$ cat config.mk
export PLATFORM = sky130hd
export DESIGN_NAME = axi4_ar_fifo_flat
export DESIGN_NICKNAME = d
export VERILOG_FILES = /design/src/rtl/axi4_ar_fifo_if.sv /design/src/rtl/axi4_ar_fifo.sv /design/src/flat_wrapper.sv
export SDC_FILE = /design/constraint.sdc
export NUM_CORES = 1
export LEC_CHECK = 0
export BUFFER_PORTS_ARGS = -buffer_cell sky130_fd_sc_hd__buf_2
export CORE_MARGIN = 2
export CORE_UTILIZATION = 61
export DETAILED_ROUTE_END_ITERATION = 8
export GPL_TIMING_DRIVEN = 0
export PLACE_DENSITY = 0.84
export SLEW_MARGIN = 20
export SYNTH_ARGS = -nofsm -noshare
export SYNTH_HDL_FRONTEND = slang
export SYNTH_SLANG_ARGS = --single-unit
$ cat constraint.sdc
create_clock -name axi4_aclk -period 4.35 [get_ports axi4_aclk]
set_clock_uncertainty 0.2 [all_clocks]
set_input_delay 0.87 -clock axi4_aclk [delete_from_list [all_inputs] [get_ports axi4_aclk]]
set_output_delay 0.87 -clock axi4_aclk [all_outputs]
set_load 0.005 [all_outputs]
$ cat src/rtl/axi4_ar_fifo_if.sv
// AXI4 read-address channel bundle: payload, valid and ready.
// The master drives payload and valid; the slave returns ready.
interface axi4_ar_fifo_if #(
   parameter int ADDR_WIDTH = 32,
   parameter int ID_WIDTH   = 4,
   parameter int USER_WIDTH = 4
);
   logic [ID_WIDTH-1:0]   arid;
   logic [ADDR_WIDTH-1:0] araddr;
   logic [7:0]            arlen;
   logic [2:0]            arsize;
   logic [1:0]            arburst;
   logic                  arlock;
   logic [2:0]            arprot;
   logic [3:0]            arcache;
   logic [USER_WIDTH-1:0] aruser;
   logic                  arvalid;
   logic                  arready;

   modport master (
      output arid, araddr, arlen, arsize, arburst, arlock, arprot, arcache, aruser, arvalid,
      input  arready
   );

   modport slave (
      input  arid, araddr, arlen, arsize, arburst, arlock, arprot, arcache, aruser, arvalid,
      output arready
   );
endinterface

$ cat src/rtl/axi4_ar_fifo.sv
// Parametrised AXI4 AR channel FIFO with optional fall-through bypass,
// occupancy/almost-full status and synchronous flush.
module axi4_ar_fifo #(
   parameter int AXI_ADDR_WIDTH = 32,
   parameter int AXI_ID_WIDTH   = 4,
   parameter int AXI_USER_WIDTH = 4,
   parameter int DEPTH          = 4,
   parameter int FALL_THROUGH   = 0,
   parameter int ALMOST_FULL_TH = DEPTH - 1
) (
   input  logic                         axi4_aclk,
   input  logic                         axi4_arst,
   input  logic                         flush_i,
   axi4_ar_fifo_if.slave                s_axi4,
   axi4_ar_fifo_if.master               m_axi4,
   output logic [$clog2(DEPTH+1)-1:0]   level_o,
   output logic                         almost_full_o
);
   localparam int  PW = $clog2(DEPTH);
   localparam int  CW = $clog2(DEPTH + 1);
   localparam int  W  = AXI_ADDR_WIDTH + AXI_ID_WIDTH + AXI_USER_WIDTH + 21;
   localparam bit  FT = (FALL_THROUGH != 0);

   logic [W-1:0]  mem [DEPTH];
   logic [PW-1:0] wr_ptr;
   logic [PW-1:0] rd_ptr;
   logic [CW-1:0] count;
   logic [CW-1:0] count_nxt;
   logic          af_q;
   logic          full;
   logic          empty;
   logic          bypass;
   logic          push;
   logic          pop;
   logic          wr_en;
   logic [W-1:0]  s_entry;
   logic [W-1:0]  rd_entry;

   assign s_entry = {s_axi4.arid, s_axi4.araddr, s_axi4.arlen, s_axi4.arsize, s_axi4.arburst,
                     s_axi4.arlock, s_axi4.arprot, s_axi4.arcache, s_axi4.aruser};
   assign rd_entry = mem[rd_ptr];

   assign full   = (count == CW'(DEPTH));
   assign empty  = (count == '0);
   assign bypass = FT && empty;

   // Ready never looks at the downstream side, so no combinational ready path crosses the FIFO.
   assign s_axi4.arready = !full && !flush_i && !axi4_arst;
   assign m_axi4.arvalid = !flush_i && !axi4_arst && (empty ? (bypass && s_axi4.arvalid) : 1'b1);

   assign {m_axi4.arid, m_axi4.araddr, m_axi4.arlen, m_axi4.arsize, m_axi4.arburst,
           m_axi4.arlock, m_axi4.arprot, m_axi4.arcache, m_axi4.aruser} = bypass ? s_entry : rd_entry;

   assign push = s_axi4.arvalid && s_axi4.arready;
   assign pop  = m_axi4.arvalid && m_axi4.arready && !empty;
   // A bypassed beat taken downstream in the same cycle never occupies storage.
   assign wr_en     = push && !(bypass && m_axi4.arready);
   assign count_nxt = count + CW'(wr_en) - CW'(pop);

   always_ff @(posedge axi4_aclk) begin
      if (axi4_arst || flush_i) begin
         wr_ptr <= '0;
         rd_ptr <= '0;
         count  <= '0;
         af_q   <= 1'b0;
      end else begin
         if (wr_en) wr_ptr <= wr_ptr + PW'(1);
         if (pop)   rd_ptr <= rd_ptr + PW'(1);
         count <= count_nxt;
         af_q  <= (count_nxt >= CW'(ALMOST_FULL_TH));
      end
   end

   always_ff @(posedge axi4_aclk) begin
      if (wr_en) mem[wr_ptr] <= s_entry;
   end

   assign level_o       = axi4_arst ? '0 : count;
   assign almost_full_o = af_q && !axi4_arst;
endmodule

$ cat src/flat_wrapper.sv
// flat-port wrapper written by rule: the top's interface ports become plain ports
module axi4_ar_fifo_flat 
#(
   parameter int AXI_ADDR_WIDTH = 32,
   parameter int AXI_ID_WIDTH   = 4,
   parameter int AXI_USER_WIDTH = 4,
   parameter int DEPTH          = 4,
   parameter int FALL_THROUGH   = 0,
   parameter int ALMOST_FULL_TH = DEPTH - 1
)
  (axi4_aclk, axi4_arst, flush_i, level_o, almost_full_o, s_axi4_arid, s_axi4_araddr, s_axi4_arlen, s_axi4_arsize, s_axi4_arburst, s_axi4_arlock, s_axi4_arprot, s_axi4_arcache, s_axi4_aruser, s_axi4_arvalid, s_axi4_arready, m_axi4_arid, m_axi4_araddr, m_axi4_arlen, m_axi4_arsize, m_axi4_arburst, m_axi4_arlock, m_axi4_arprot, m_axi4_arcache, m_axi4_aruser, m_axi4_arvalid, m_axi4_arready);
  axi4_ar_fifo_if #(.ADDR_WIDTH(32), .ID_WIDTH(4), .USER_WIDTH(4)) s_axi4_i ();
  axi4_ar_fifo_if #(.ADDR_WIDTH(32), .ID_WIDTH(4), .USER_WIDTH(4)) m_axi4_i ();
  input  logic axi4_aclk;
  input  logic axi4_arst;
  input  logic flush_i;
  output logic [$clog2(DEPTH+1)-1:0] level_o;
  output logic almost_full_o;
  input wire logic [$bits(s_axi4_i.arid)-1:0] s_axi4_arid;
  input wire logic [$bits(s_axi4_i.araddr)-1:0] s_axi4_araddr;
  input wire logic [$bits(s_axi4_i.arlen)-1:0] s_axi4_arlen;
  input wire logic [$bits(s_axi4_i.arsize)-1:0] s_axi4_arsize;
  input wire logic [$bits(s_axi4_i.arburst)-1:0] s_axi4_arburst;
  input wire logic [$bits(s_axi4_i.arlock)-1:0] s_axi4_arlock;
  input wire logic [$bits(s_axi4_i.arprot)-1:0] s_axi4_arprot;
  input wire logic [$bits(s_axi4_i.arcache)-1:0] s_axi4_arcache;
  input wire logic [$bits(s_axi4_i.aruser)-1:0] s_axi4_aruser;
  input wire logic [$bits(s_axi4_i.arvalid)-1:0] s_axi4_arvalid;
  output wire logic [$bits(s_axi4_i.arready)-1:0] s_axi4_arready;
  output wire logic [$bits(m_axi4_i.arid)-1:0] m_axi4_arid;
  output wire logic [$bits(m_axi4_i.araddr)-1:0] m_axi4_araddr;
  output wire logic [$bits(m_axi4_i.arlen)-1:0] m_axi4_arlen;
  output wire logic [$bits(m_axi4_i.arsize)-1:0] m_axi4_arsize;
  output wire logic [$bits(m_axi4_i.arburst)-1:0] m_axi4_arburst;
  output wire logic [$bits(m_axi4_i.arlock)-1:0] m_axi4_arlock;
  output wire logic [$bits(m_axi4_i.arprot)-1:0] m_axi4_arprot;
  output wire logic [$bits(m_axi4_i.arcache)-1:0] m_axi4_arcache;
  output wire logic [$bits(m_axi4_i.aruser)-1:0] m_axi4_aruser;
  output wire logic [$bits(m_axi4_i.arvalid)-1:0] m_axi4_arvalid;
  input wire logic [$bits(m_axi4_i.arready)-1:0] m_axi4_arready;
  assign s_axi4_i.arid = s_axi4_arid;
  assign s_axi4_i.araddr = s_axi4_araddr;
  assign s_axi4_i.arlen = s_axi4_arlen;
  assign s_axi4_i.arsize = s_axi4_arsize;
  assign s_axi4_i.arburst = s_axi4_arburst;
  assign s_axi4_i.arlock = s_axi4_arlock;
  assign s_axi4_i.arprot = s_axi4_arprot;
  assign s_axi4_i.arcache = s_axi4_arcache;
  assign s_axi4_i.aruser = s_axi4_aruser;
  assign s_axi4_i.arvalid = s_axi4_arvalid;
  assign s_axi4_arready = s_axi4_i.arready;
  assign m_axi4_arid = m_axi4_i.arid;
  assign m_axi4_araddr = m_axi4_i.araddr;
  assign m_axi4_arlen = m_axi4_i.arlen;
  assign m_axi4_arsize = m_axi4_i.arsize;
  assign m_axi4_arburst = m_axi4_i.arburst;
  assign m_axi4_arlock = m_axi4_i.arlock;
  assign m_axi4_arprot = m_axi4_i.arprot;
  assign m_axi4_arcache = m_axi4_i.arcache;
  assign m_axi4_aruser = m_axi4_i.aruser;
  assign m_axi4_arvalid = m_axi4_i.arvalid;
  assign m_axi4_i.arready = m_axi4_arready;
  axi4_ar_fifo #(.AXI_ADDR_WIDTH(AXI_ADDR_WIDTH), .AXI_ID_WIDTH(AXI_ID_WIDTH), .AXI_USER_WIDTH(AXI_USER_WIDTH), .DEPTH(DEPTH), .FALL_THROUGH(FALL_THROUGH), .ALMOST_FULL_TH(ALMOST_FULL_TH)) u_core (.axi4_aclk(axi4_aclk), .axi4_arst(axi4_arst), .flush_i(flush_i), .s_axi4(s_axi4_i), .m_axi4(m_axi4_i), .level_o(level_o), .almost_full_o(almost_full_o));
endmodule
; ---- Word level (Yosys, flattened, before mapping)
; Memory sizes are Yosys's and may differ from the RTL's. A register that Yosys moved wholly into a read port is not among the register bits.
; Cells that the tools add are included.
; Widths: inputs -> output; s select.
[classes]
n_addsub = 4
n_lt_le_gt_ge = 1
eq_ne = 1
mux = 6
n_reduce_logical = 14
[op_table]
columns = operator, count
row1 = $logic_and 1x1->1, 8
row2 = $add 2x1->2 const B, 2
row3 = $logic_not 1->1, 4
row4 = $mux 2, 2
row5 = $add 3x1->3, 1
row6 = $eq 3x3->1 const B, 1
row7 = $ge 3x2->1 const B, 1
row8 = $logic_not 3->1, 1
row9 = $mux 1, 3
row10 = $mux 3, 1
row11 = $sub 3x1->3, 1
row12 = $logic_or 1x1->1, 1
[word_totals]
reg_bits = 8
ramBits = 244
inputBits = 66
wordCells = 31
mem_count = 1
[memory_table]
columns = memory, depth, width, read_ports, rd_clocked_by_memory_dff, write_ports, line
row1 = u_core.mem, 4, 61, 1, 1, 1, axi4_ar_fifo.sv:24  ; logic [W-1:0] mem [DEPTH];

; ---- Longest topological paths before layout
; Gate-level depths: netlist of run 1.
[depth]
ltp_word = 8
ltp_mapped = 10
mapped_depth_nobuf = 9

; ---- Worst setup path before layout of run 1
; OpenSTA, ideal clock, no wires.
[synth_path]
kind = input -> register
from = input port axi4_arst
to = memory u_core.mem[0][0] (netlist name) (enable)
setup_ps = 426
arrival_time_ps = 2665
required_time_ps = 3724
setup_slack_ps = 1060
path_stages = 2
cell_sequence = nor3b_2 > and3_1
[synth_via]
elab_chain_len = 5
[synth_lines]
columns = item, line
row1 = "start, declared", flat_wrapper.sv:15  ; input logic axi4_arst;
row2 = $logic_not 1->1, axi4_ar_fifo.sv:48  ; assign s_axi4.arready = !full && !flush_i && !axi4_arst;
row3 = $logic_and 1x1->1, axi4_ar_fifo.sv:48
row4 = $logic_and 1x1->1, axi4_ar_fifo.sv:54  ; assign push = s_axi4.arvalid && s_axi4.arready;
row5 = $mux 1, axi4_ar_fifo.sv:75  ; if (wr_en) mem[wr_ptr] <= s_entry;
row6 = $mux 1 (implied by the code), axi4_ar_fifo.sv:75
row7 = "end, declared", axi4_ar_fifo.sv:24
; Every way passes these cells.

==> impl_metrics.env, run 1 <==
export IMPL_ir_drop_mv=0.2959
export IMPL_synthXorXnorAreaFrac_pct=0.3757
export IMPL_hpwlAfterDp_mm=10.45
export IMPL_die_w_um=127.6
export IMPL_firstDrtPassIters=4
export IMPL_synth_compound_area_share_pct=0.3623
export IMPL_core_region_area_sq_um=15090
export IMPL_grtUsageTotal_pct=21.17
export IMPL_rows=45
export IMPL_finalSetupViolCount=0
export IMPL_hold_path_class="register to register"
export IMPL_cts_clk_slew_worst_paths_ps=60
export IMPL_start_util_pct=61.80
export IMPL_drc=0
export IMPL_period_share_pct=74.24
export IMPL_hold_viol=0
export IMPL_crit_fanout=10
export IMPL_power_w=0.004677
export IMPL_synth_top_family_by_area="multiplexers"
export IMPL_post_cts_resized=0
export IMPL_ant_nets=0
export IMPL_synth_cell_types=27
export IMPL_grt_ovfl_total=0
export IMPL_drive_gt1_share_pct=44.04
export IMPL_slew_headroom_pct=54.78
export IMPL_max_freq_ghz=0.3097
export IMPL_routedWlPerCell_um=22.46
export IMPL_numCtsBuffers=24
export IMPL_power_leakage_nw=3.693
export IMPL_areaGrowthSynthToFinish_pct=18.06
export IMPL_drv_slew=0
export IMPL_seq_area_frac_synth_pct=80.72
export IMPL_cts_root_buf="clkbuf_16"
export IMPL_netlist_instances=378
export IMPL_num_antenna_cells=0
export IMPL_drt_wl_total_mm=16.66
export IMPL_die_height_um=127.6
export IMPL_r2r_start="u_core.count[1]"
export IMPL_status="finished clean"
export IMPL_syn_cell_area_sq_um=9325
export IMPL_worst_slew_pin_slew_ps=678.3
export IMPL_io_pins=133
export IMPL_grt_start_max_net_pins=36
export IMPL_rsz0062_at_grt="no"
export IMPL_grt_pass1_vias=4628
export IMPL_crit_path_start_kind="register"
export IMPL_synth_fp_nets=451
export IMPL_muxShareOfSynthArea_pct=14.84
export IMPL_vias_per_cell=5.856
export IMPL_cts_hold_buf=0
export IMPL_hold_ws_ps=316.3
export IMPL_clk_path_buf_depth=3
export IMPL_grt_antenna_before_repair=0
export IMPL_worstSetupEndpointType="primary output"
export IMPL_ctsHtreeMaxLevel=1
export IMPL_fillers=888
export IMPL_synth_area_per_cell_sq_um=24.67
export IMPL_synthSimpleGateAreaFrac_pct=1.570
export IMPL_path_class="register to primary output"
export IMPL_grt_pass1_wl_mm=25.73
export IMPL_worst_hold_startpoint="u_core.wr_ptr[0]"
export IMPL_place_congestion=0.7406
export IMPL_die_area_sq_um=16290
export IMPL_yosys_area_share_adder_pct=1.020
export IMPL_finalCriticalPeriod_ps=3229
export IMPL_drtIter0Drc=314
export IMPL_vias=4345
export IMPL_final_nets=613
export IMPL_postCtsSetupBuffers=0
export IMPL_r2r_slack_ps=1780
export IMPL_power_density_nw_per_um2=424.8
export IMPL_crit_arrival_ps=2160
export IMPL_cts_sinks=254
export IMPL_clock_latency_ps=490
export IMPL_ys_warn_count=0
export IMPL_port_buffers=132
export IMPL_cts_tree="built"
export IMPL_max_cap_violations=0
export IMPL_ys_ff_latch=254
export IMPL_crit_required_ps=3280
[stage by stage]
step | area (sq um) | std cells | TNS [ps] | setup slack [ps] | util [%]
finish | 11010 | 742 | 0 | 1121 | 72.96
global route | 11010 | 742 | 0 | 1023 | 72.96
CTS | 11010 | 742 | 0 | 1096 | 72.96
detailed placement | 10320 | 702 | 0 | 1043 | 68.40
global placement | 10220 | 698 | -35060 | -176.8 | 67.74
floorplan | 9325 | 378 | 0 | 1060 | -
[worst max-delay path, cell delays in order (launching register included)]
cell	delay (ps)
dfxtp_1	310
buf_2	220
clkbuf_1	550
mux4_2	440
buf_2	150
[final cells by class]
cell class / instances / area (sq um) / share of cell area (%)
clock buffers: 31 / 648.1 / 5.887
flip-flops and latches: 254 / 7527 / 68.37
repair buffers: 136 / 740.7 / 6.728
multi-input cells: 103 / 1714 / 15.57
plain buffers: 15 / 81.33 / 0.7387
well taps: 188 / 235.2 / 2.137
inverters: 6 / 22.52 / 0.2046
clock inverters: 9 / 40.04 / 0.3637
[registers in the layout, summed over array words and instances (netlist names), named ones only]
| name | cells |
|---|---|
| u_core.rd_ptr | 2 |
| u_core.af_q | 1 |
| u_core.wr_ptr | 2 |
| u_core.count | 3 |
| u_core.mem | 244 |
[synthesized netlist by cell type]
library cell,number,area (sq um)
o31ai_1,1,7.510
and2_1,3,18.77
edfxtp_1,244,7327
or2_2,1,6.260
dfxtp_1,10,200.2
and3_1,4,25.02
xnor2_1,2,17.52
nand2_1,2,7.510
fa_1,1,20.02
buf_4,6,45.04
buf_2,2,10.01
nor3b_2,1,12.51
a21oi_1,1,5.000
nor2b_1,2,12.51
clkbuf_1,7,26.28
nand3_1,1,5.000
nor2_1,9,33.78
mux2i_1,1,10.01
ha_1,6,75.07
o311ai_0,1,8.760
nor3_1,1,5.000
or3b_4,1,11.26
inv_1,6,22.52
xor2_1,2,17.52
mux4_2,61,1374
o31ai_2,1,12.51
and2_4,1,8.760
[cell usage in the layout, fill, tap and decap left out, drive strengths merged]
cell,instances
nor3,1
nand3,1
xnor2,2
o31ai,2
buf,144
fa,1
clkinv,9
o311ai,1
inv,6
xor2,2
nor2b,2
nand2,2
mux2i,1
clkbuf,38
ha,6
or3b,1
edfxtp,244
or2,1
nor3b,1
nor2,9
dfxtp,10
and3,4
and2,4
mux4,61
a21oi,1
[path summary, 6_finish.rpt]
check                                        end  cells past startpoint
worst max-delay path             m_axi4_arlen[5]                      4
worst min-delay path            u_core.wr_ptr[0]                      2
worst max register to register       u_core.af_q                      9
worst min register to register  u_core.wr_ptr[0]                      2
[layer usage]
layer	routed length (um)	global-route usage [%]	vias to the layer above
met1	6269	27.72	2246
li1	-	-	1914
met3	1064	4.313	22
met5	0	0	-
met4	278	5.236	0
met2	9049	37.15	163
[cells by family after synthesis]
kind of cell | Yosys count
compound gates | 4
xor+xnor | 4
fa+ha+maj | 7
buf+inv | 21
flops | 254
mux | 62
simple gates | 26
[power by group]
part	switching [W]	total [W]	internal, W
logic	0.0000715	0.000134	0.0000621
clock network	0.000786	0.00183	0.00104
registers	0.00000816	0.00272	0.00271
total	0.000866	0.00468	0.00381
Power figures use the tool's default switching activity.
==> run 2, diff against run 1 <==
--- a/config.mk
+++ b/config.mk
@@ -7,10 +7,10 @@
 export LEC_CHECK = 0
 export BUFFER_PORTS_ARGS = -buffer_cell sky130_fd_sc_hd__buf_2
 export CORE_MARGIN = 2
-export CORE_UTILIZATION = 61
+export CORE_UTILIZATION = 57
 export DETAILED_ROUTE_END_ITERATION = 8
 export GPL_TIMING_DRIVEN = 0
-export PLACE_DENSITY = 0.84
+export PLACE_DENSITY = 0.79
 export SLEW_MARGIN = 20
 export SYNTH_ARGS = -nofsm -noshare
 export SYNTH_HDL_FRONTEND = slang
==> constraint.sdc (replaced) <==
create_clock -name axi4_aclk -period 3.1 [get_ports axi4_aclk]
set_clock_uncertainty 0.2 [all_clocks]
set_input_delay 0.62 -clock axi4_aclk [delete_from_list [all_inputs] [get_ports axi4_aclk]]
set_output_delay 0.62 -clock axi4_aclk [all_outputs]
set_load 0.005 [all_outputs]
==> run 2 against run 1 <==
Compared with the run above:
- clock power rose by 69%
- register-to-register slack worse by 1200 ps
- die area grew 6.8%
- setup slack lost 990 ps
- sequential cell count stayed put
- sequential power grew 40%
- global-route usage decreased by 2.7 points
- utilization down 2.6 points
- routed wire length is 3.9% lower
- critical path depth did not move
- non-clock buffer count unchanged
==> impl_metrics.env, run 2 (synthesized netlist as in run 1, its figures left out) <==
export IMPL_max_cap_violations=0
export IMPL_ctsHtreeMaxLevel=1
export IMPL_io_pins=133
export IMPL_crit_fanout=10
export IMPL_drc=0
export IMPL_die_area_sq_um=17400
export IMPL_p_seq_share_pct=53.8
export IMPL_final_nets=614
export IMPL_final_cells=776
export IMPL_path_buf_inv=3
export IMPL_placed_area_sq_um=10360
export IMPL_finalCriticalPeriod_ps=2969
export IMPL_worst_slew_pin_slew_ps=707.8
export IMPL_p_int_w=0.005795
export IMPL_r2r_start="u_core.count[1]"
export IMPL_firstDrtPassIters=5
export IMPL_routedWlPerCell_um=20.63
export IMPL_crit_required_ps=2280
export IMPL_worst_hold_startpoint="s_axi4_araddr[18]"
export IMPL_clock_latency_ps=500
export IMPL_core_region_area_sq_um=15940
export IMPL_vias_per_cell=5.545
export IMPL_reg_top3="u_core.mem (244), u_core.count (3)"
export IMPL_ant_nets=0
export IMPL_num_antenna_cells=0
export IMPL_finalSetupViolCount=0
export IMPL_numCtsBuffers=25
export IMPL_slew_headroom_pct=52.82
export IMPL_cts_sinks=254
export IMPL_rows=46
export IMPL_rr_worst_depth=9
export IMPL_hpwlAfterDp_mm=9.919
export IMPL_drive_gt1_share_pct=45.18
export IMPL_power_frac_clock_pct=43.6
export IMPL_power_leakage_nw=3.772
export IMPL_cp_cell_sequence="buf_2 > clkbuf_1 > mux4_2 > buf_2"
export IMPL_cts_hold_buf=0
export IMPL_place_congestion=0.7021
export IMPL_path_class="register to primary output"
export IMPL_start_util_pct=58.49
export IMPL_vias=4303
export IMPL_period_share_pct=95.77
export IMPL_max_freq_ghz=0.3368
export IMPL_critPathMaxStageDelay_ps=570
export IMPL_power_density_nw_per_um2=631.5
export IMPL_top_register="u_core.mem"
export IMPL_clk_path_buf_depth=3
export IMPL_path_common_cell="buf_2"
export IMPL_largest_register_ff_count=244
export IMPL_r2r_slack_ps=630
export IMPL_cts_root_buf="clkbuf_16"
export IMPL_drtIter0Drc=292
export IMPL_r2r_end="u_core.af_q"
export IMPL_areaGrowthSynthToFinish_pct=20.34
export IMPL_p_sw_share_pct=18.24
export IMPL_worstSetupEndpointType="primary output"
export IMPL_place_inst=730
export IMPL_final_area_sq_um=11220
export IMPL_cts_tree="built"
export IMPL_grt_pass1_wl_mm=24.74
export IMPL_final_cell_mix="244 x edfxtp_1, 134 x buf_2, 61 x mux4_2"
export IMPL_hold_depth=1
export IMPL_grtUsageTotal_pct=18.46
export IMPL_p_comb_share_pct=2.6
export IMPL_crit_path_start_kind="register"
export IMPL_postCtsSetupBuffers=0
export IMPL_path_delay_family="buffers and inverters"
export IMPL_drt_wl_total_mm=16.01
export IMPL_critPathSlowestCell="clkbuf_1"
export IMPL_final_common_cell="edfxtp_1"
export IMPL_grt_antenna_before_repair=0
export IMPL_die_w_um=131.9
export IMPL_rsz0062_at_grt="no"
export IMPL_drv_slew=0
export IMPL_cts_clk_slew_worst_paths_ps=60
export IMPL_hold_viol=0
export IMPL_grt_pass1_vias=4573
export IMPL_ir_drop_mv=0.5375
export IMPL_post_cts_resized=0
export IMPL_holdPathEnd="u_core.mem[1][43]"
export IMPL_status="finished clean"
export IMPL_p_sw_w=0.001292
export IMPL_port_buffers=132
export IMPL_crit_arrival_ps=2150
export IMPL_grt_start_max_net_pins=33
export IMPL_grt_ovfl_total=0
export IMPL_die_height_um=131.9
export IMPL_hold_path_class="input port to register"
## run 2: layout make-up
cell class,instances,area [sq um]
sequential,254,7527
fill,954,4721
multi-input combinational,103,1714
timing repair buffer,136,740.7
clock buffer,32,691.9
tap,216,270.3
clock inverter,14,173.9
buffer,15,81.33
inverter,6,22.52
## run 2: through the flow
step	power, W	setup slack, ps	setup TNS (ps)	hold WS, ps	utilization [%]
2_1_floorplan	0.003951	59.53	0	274.8	-
3_3_place_gp	0.004055	-1150	-278510	288.1	64.33
3_5_place_dp	0.004071	158.9	0	313.4	64.96
4_1_cts	0.007148	108.8	0	108.1	70.39
5_1_grt	0.007308	75.79	0	114.1	70.39
6_report	0.007087	131.1	0	127.3	70.39
## run 2: how the worst max path moves through the flow
stage                          from           endpoint  slack [ps]  cells after the start
after floorplan           axi4_arst   u_core.mem[0][0]          60                      2
after global routing       register  m_axi4_arcache[2]          80                      4
final                      register  m_axi4_araddr[14]         130                      4
after detailed placement  axi4_arst        u_core.af_q         160                     11
after global placement    axi4_arst  u_core.mem[0][12]       -1150                      3
after CTS                  register  m_axi4_araddr[14]         110                      4
## run 2: metal layers
| metal | vias to the layer above | GRT usage (%) | share of wire [%] | routed length (um) |
|---|---|---|---|---|
| met5 | - | 0 | 0 | 0 |
| met4 | 0 | 4.469 | 1.2 | 194 |
| met3 | 17 | 3.460 | 5.9 | 937 |
| met2 | 136 | 31.71 | 52 | 8256 |
| met1 | 2220 | 24.93 | 41 | 6618 |
| li1 | 1930 | - | - | - |
## run 2: power groups by stage
stage / clock, W / sequential (W) / combinational, W
final: 0.00309 / 0.00381 / 0.000186
after floorplan: 0 / 0.00388 / 0.0000684
after global placement: 0 / 0.00388 / 0.000171
after CTS: 0.00315 / 0.00381 / 0.000189
after detailed placement: 0 / 0.00388 / 0.000188
after global routing: 0.00329 / 0.00381 / 0.000204
